<file path="src/rtl/rca_pkg.sv">
// rtl/rca_pkg.sv - shared defaults and operation encoding for the pipelined ripple-carry adder
package rca_pkg;

    localparam int RCA_N_DEF      = 16;
    localparam int RCA_STAGES_DEF = 4;

    typedef enum logic {
        OP_ADD = 1'b0,
        OP_SUB = 1'b1
    } op_e;

endpackage

</file>
<file path="src/rtl/rca_chunk.sv">
// rtl/rca_chunk.sv - combinational W-bit ripple-carry chunk with carry into the top bit exposed
module rca_chunk #(
    parameter int W = 4
) (
    input  logic [W-1:0] a,
    input  logic [W-1:0] b,
    input  logic         ci,
    output logic [W-1:0] s,
    output logic         co,
    output logic         c_msb
);

    logic c;

    // Bit-serial ripple; the carry entering the top bit is kept for signed overflow.
    always_comb begin
        c     = ci;
        s     = '0;
        c_msb = ci;
        for (int i = 0; i < W; i++) begin
            if (i == W - 1) begin
                c_msb = c;
            end
            s[i] = a[i] ^ b[i] ^ c;
            c    = (a[i] & b[i]) | (c & (a[i] ^ b[i]));
        end
        co = c;
    end

endmodule

</file>
<file path="src/rtl/pipelined_rca.sv">
// rtl/pipelined_rca.sv - STAGES-deep pipelined ripple-carry add/sub with valid/ready; RCA_OVF_EN adds the ovf port
module pipelined_rca
    import rca_pkg::*;
#(
    parameter int N      = RCA_N_DEF,
    parameter int STAGES = RCA_STAGES_DEF
) (
    input  logic         clk,
    input  logic         rst,
    input  logic         in_valid,
    output logic         in_ready,
    input  logic [N-1:0] a,
    input  logic [N-1:0] b,
    input  logic         cin,
    input  logic         sub,
    output logic         out_valid,
    input  logic         out_ready,
    output logic [N-1:0] sum,
    output logic         cout
`ifdef RCA_OVF_EN
    ,
    output logic         ovf
`endif
);

    localparam int W = N / STAGES;

    if (STAGES < 1 || STAGES > N || (N % STAGES) != 0) begin : g_bad_params
        $error("pipelined_rca: STAGES=%0d must be in 1..N and divide N=%0d", STAGES, N);
    end

    // Stage state: valid, partial sum (low chunks filled so far), chunk carry,
    // and the not-yet-consumed operand chunks shifted down so the next chunk sits at bit 0.
    logic [STAGES-1:0] v_q, v_d;
    logic [N-1:0]      sum_q   [STAGES];
    logic [N-1:0]      sum_d   [STAGES];
    logic [N-1:0]      opa_q   [STAGES];
    logic [N-1:0]      opa_d   [STAGES];
    logic [N-1:0]      opb_q   [STAGES];
    logic [N-1:0]      opb_d   [STAGES];
    logic              carry_q [STAGES];
    logic              carry_d [STAGES];

    // What each stage would load: from the input port for stage 0, else from the stage before.
    logic              v_up    [STAGES];
    logic [N-1:0]      sum_up  [STAGES];
    logic [N-1:0]      opa_up  [STAGES];
    logic [N-1:0]      opb_up  [STAGES];
    logic              c_up    [STAGES];

    logic [W-1:0]      ch_a    [STAGES];
    logic [W-1:0]      ch_b    [STAGES];
    logic [W-1:0]      ch_s    [STAGES];
    logic              ch_co   [STAGES];
    logic              ch_msb  [STAGES];

    logic [STAGES:0]   rdy;
    op_e               op_in;
    logic [N-1:0]      b_in;
    logic              c_in;

    // Subtract is a + ~b + ~cin, so invert b and the carry-in once at the input.
    always_comb begin
        op_in = sub ? OP_SUB : OP_ADD;
        b_in  = (op_in == OP_SUB) ? ~b : b;
        c_in  = (op_in == OP_SUB) ? ~cin : cin;
    end

    // Ready ripples back from the consumer: a stage may load when empty or when the next stage moves.
    always_comb begin
        rdy[STAGES] = out_ready;
        for (int k = STAGES - 1; k >= 0; k--) begin
            rdy[k] = !v_q[k] || rdy[k + 1];
        end
    end

    assign in_ready = rdy[0];

    // Gather upstream values and present the current chunk to each stage's adder.
    always_comb begin
        v_up[0]   = in_valid;
        sum_up[0] = '0;
        opa_up[0] = a;
        opb_up[0] = b_in;
        c_up[0]   = c_in;
        for (int k = 1; k < STAGES; k++) begin
            v_up[k]   = v_q[k - 1];
            sum_up[k] = sum_q[k - 1];
            opa_up[k] = opa_q[k - 1];
            opb_up[k] = opb_q[k - 1];
            c_up[k]   = carry_q[k - 1];
        end
        for (int k = 0; k < STAGES; k++) begin
            ch_a[k] = opa_up[k][W-1:0];
            ch_b[k] = opb_up[k][W-1:0];
        end
    end

    for (genvar k = 0; k < STAGES; k++) begin : g_chunk
        rca_chunk #(
            .W (W)
        ) u_chunk (
            .a     (ch_a[k]),
            .b     (ch_b[k]),
            .ci    (c_up[k]),
            .s     (ch_s[k]),
            .co    (ch_co[k]),
            .c_msb (ch_msb[k])
        );
    end

    // Advance a stage when ready; only capture data when a real beat arrives so stalls and bubbles hold.
    always_comb begin
        v_d = v_q;
        for (int k = 0; k < STAGES; k++) begin
            sum_d[k]   = sum_q[k];
            opa_d[k]   = opa_q[k];
            opb_d[k]   = opb_q[k];
            carry_d[k] = carry_q[k];
            if (rdy[k]) begin
                v_d[k] = v_up[k];
                if (v_up[k]) begin
                    sum_d[k]            = sum_up[k];
                    sum_d[k][k*W +: W]  = ch_s[k];
                    carry_d[k]          = ch_co[k];
                    opa_d[k]            = opa_up[k] >> W;
                    opb_d[k]            = opb_up[k] >> W;
                end
            end
        end
    end

    // Stage registers; reset discards every in-flight beat.
    always_ff @(posedge clk or posedge rst) begin
        if (rst) begin
            v_q <= '0;
            for (int k = 0; k < STAGES; k++) begin
                sum_q[k]   <= '0;
                opa_q[k]   <= '0;
                opb_q[k]   <= '0;
                carry_q[k] <= 1'b0;
            end
        end else begin
            v_q     <= v_d;
            sum_q   <= sum_d;
            opa_q   <= opa_d;
            opb_q   <= opb_d;
            carry_q <= carry_d;
        end
    end

    assign out_valid = v_q[STAGES-1];
    assign sum       = sum_q[STAGES-1];
    assign cout      = carry_q[STAGES-1];

`ifdef RCA_OVF_EN
    logic ovf_q, ovf_d;

    // Signed overflow from the top chunk: carry into MSB differs from carry out of MSB.
    always_comb begin
        ovf_d = ovf_q;
        if (rdy[STAGES-1] && v_up[STAGES-1]) begin
            ovf_d = ch_co[STAGES-1] ^ ch_msb[STAGES-1];
        end
    end

    // Overflow flag registered alongside the final sum chunk.
    always_ff @(posedge clk or posedge rst) begin
        if (rst) begin
            ovf_q <= 1'b0;
        end else begin
            ovf_q <= ovf_d;
        end
    end

    assign ovf = ovf_q;
`endif

endmodule

</file>
<file path="config.mk">
export PLATFORM = sky130hd
export DESIGN_NAME = pipelined_rca
export DESIGN_NICKNAME = d
export VERILOG_FILES = /design/src/rtl/rca_pkg.sv /design/src/rtl/rca_chunk.sv /design/src/rtl/pipelined_rca.sv
export SDC_FILE = /design/constraint.sdc
export NUM_CORES = 1
export LEC_CHECK = 0
export CAP_MARGIN = 0
export CORE_MARGIN = 2
export CORE_UTILIZATION = 59
export DETAILED_ROUTE_END_ITERATION = 7
export PLACE_DENSITY = 0.88
export SLEW_MARGIN = 20
export SYNTH_ARGS = -nofsm -noshare
export SYNTH_HDL_FRONTEND = slang
export SYNTH_SLANG_ARGS = --single-unit
</file>
<file path="constraint.sdc">
create_clock -name clk -period 5.9 [get_ports clk]
set_input_delay 1.18 -clock clk [delete_from_list [all_inputs] [get_ports clk]]
set_output_delay 1.18 -clock clk [all_outputs]
set_load 0.02 [all_outputs]
</file>
==> metrics <==
status completed; Startpoint Class primary input; most frequent cells after synthesis dfrtp_1 (96), mux2_2 (71), inv_1 (33), buf_4 (17), fa_1 (16); Setup Fix Bufs, Post-CTS 0; gpl congestion 0.734; DRT Pass-1 Iters 4; chip height around 89 microns; core area slightly above 7000 sq um; CP Class primary input to primary output; overflow left after global routing 0; Vias 2274; Final Max Tran Viols 0; CP max FO 7; WL per Instance ~15 microns; Final Net Count 399; Min Hold Slack 0.508 ns; global-route wire length before repair 11500 microns; Initial Util 60.1%; pwr/cell area 432 nW/um^2; GRT Total Usage 19.6%; CP max stage delay about 0.56 ns; most used cell, CP clkdlybuf4s50_1; RSZ-0062 raised after global routing no; synth top area cells dfrtp_1 (56%), mux2_2 (19%), fa_1 (7.4%); Max H-tree Level 3; Worst slew margin 32.7%; drt drc 0; fin worst setup slack ~2.0 ns; largest net degree at the start of global routing 57; root buf cell clkbuf_8; Cell Area, Synth between 4000 and 5000 sq um; Setup TNS 0 ns; Skew-Pair Late Insertion Delay 0.37 ns; Antenna Nets Post-Route 0; min-delay src opa_q[56]$_DFFE_PP0P_; DR iter-0 viols 176; fmax 0.258 GHz; CTS max path bufs 2; Max-Cap Viols 0; slew of the pin with the lowest slew margin 1.01 ns; vias per inst 5.06; number of synthesized flops with an enable pin 0; CTS-repair resized insts 0; PortBufs 56; required time worst endpoint around 4.7 ns; die area 8010 sq um; Slowest-stage cell, CP clkdlybuf4s50_1; HPWL Detailed 4800 microns; Min Clock Period, post-route 3.87 ns; family with the most delay on the worst path buffers and inverters; Setup Viol. Count Final 0; pre-CTS setup slack 1.84 ns; initial antenna violation count 0; top-area cell type share of the netlist area a little under three fifths; register area share after synthesis a little under three fifths; clock-pin transition on the worst setup and hold timing paths around 0.090 ns; HP Class flip-flop to flip-flop; Pleak 2.25 nW; Final Core Density a little over two thirds; crit path buf inv count 2; Gate Count Post-Synth 301; ys flop type dfrtp_1; I/O pin cnt 57; Die Wd between 80 and 90 microns; TritonCTS clock tree done; Avg Synthesized Cell Area 14.3 sq um; Layout area overhead 17.3%; crit path from out_ready; crit end category primary output; hold_buf cts 0; fraction of registers with async set/reset 100%; Yosys top cell by area dfrtp_1; antenna cells 0; vias in the first global route 2344; share of layout cells above drive strength 1 roughly 29%; crit path DAT 2.69 ns; Final Cycle Share 65.7%; final wirelength around 6800 microns; YS warnings 0; Clock Skews 0.0123 ns; cts bufs inserted 9; maximum vdd drop 179 uV; FF+latch count, synth 96; RR Startpoint ch_a[8]$_DFFE_PP0P_; Rows 31; most frequent cell after synthesis dfrtp_1; Yosys cell types 21; clk sink count 96; Fin. Hold Viols 0; critical-path cell list clkdlybuf4s50_1 -> and4b_4 -> nand2_1 -> clkdlybuf4s50_1; Net Count, Synth 355
## routing by layer
metal | up-vias | share of wire, % | global-route usage (%)
met5 | - | 0 | 0
met4 | 0 | 2.5 | 10.4
met2 | 64 | 48 | 29.8
met3 | 12 | 4.7 | 3.42
met1 | 1132 | 45 | 27.1
li1 | 1066 | - | -
## sequential cells by signal (all words and copies together) (netlist names)
| signal | count |
|---|---|
| cout | 1 |
| c_up | 3 |
| sum_q | 24 |
| opb_q | 12 |
| v_q | 4 |
| sum | 16 |
| ch_a | 12 |
| ch_b | 12 |
| opa_q | 12 |
## final cells by class
cell class / instances / area [sq um]
Tap cell: 99 / 124
Clock buffer: 10 / 138
Sequential cell: 96 / 2400
Inverter: 33 / 126
Fill cell: 501 / 2120
Timing Repair Buffer: 59 / 591
Clock inverter: 6 / 68.8
Multi-Input combinational cell: 146 / 1610
## report_power, final
group,internal [W],leakage [nW],total (W),switching (W)
registers,0.000896,1.12,0.00103,0.000136
logic,0.000402,1.03,0.000718,0.000316
clock network,0.000209,0.102,0.000434,0.000225
## cells in the final DEF, fill, tap and decap left out, types with 2 or more instances in the layout
cell type	instances
dfrtp_1	96
mux2_2	71
clkdlybuf4s50_1	56
inv_1	32
fa_1	16
xor2_1	12
o21ai_0	10
clkbuf_8	10
mux2i_1	7
mux2_4	6
xnor2_1	5
nand2_1	4
nand2b_1	4
a21oi_1	3
a31oi_1	3
clkinv_4	3
buf_4	2
## worst reg2reg max path, stage by stage (launching register included)
cell	delay, ns
dfrtp_1	0.41
fa_1	0.45
inv_1	0.08
fa_1	0.15
inv_1	0.06
fa_1	0.35
inv_1	0.08
fa_1	0.40
o21ai_0	0.17
## kinds of logic after synthesis
logic type	after synthesis	share of synthesized area (%)
XOR/XNOR	17	3.45
flip-flops	96	55.7
adder cells (fa/ha/maj)	16	7.43
buffers and inverters	59	7.17
AO/OA/AOI/OAI	17	2.21
multiplexers	84	22.3
AND/OR/NAND/NOR	12	1.77
## worst paths after layout
kind | to | slack, ns | cells after the start
hold reg to reg | opa_q[56]$_DFFE_PP0P_ | 0.51 | 1
max in group asynchronous | sum_q[50]$_DFFE_PP0P_ | 3.62 | 3
setup / recovery | in_ready | 2.03 | 4
min in group asynchronous | sum[6]$_DFFE_PP0P_ | 1.19 | 2
hold / removal | opa_q[56]$_DFFE_PP0P_ | 0.51 | 1
setup reg to reg | sum_q[39]$_DFFE_PP0P_ | 3.65 | 8
## per-stage QoR
stage               std cells  area, sq um  power (W)
floorplan                 301         4310    0.00156
global placement          432         4840    0.00172
detailed placement        432         4840    0.00177
CTS                       448         5040    0.00221
global route              449         5060    0.00233
finish                    449         5060    0.00218
(Power assumes the default switching activity.)
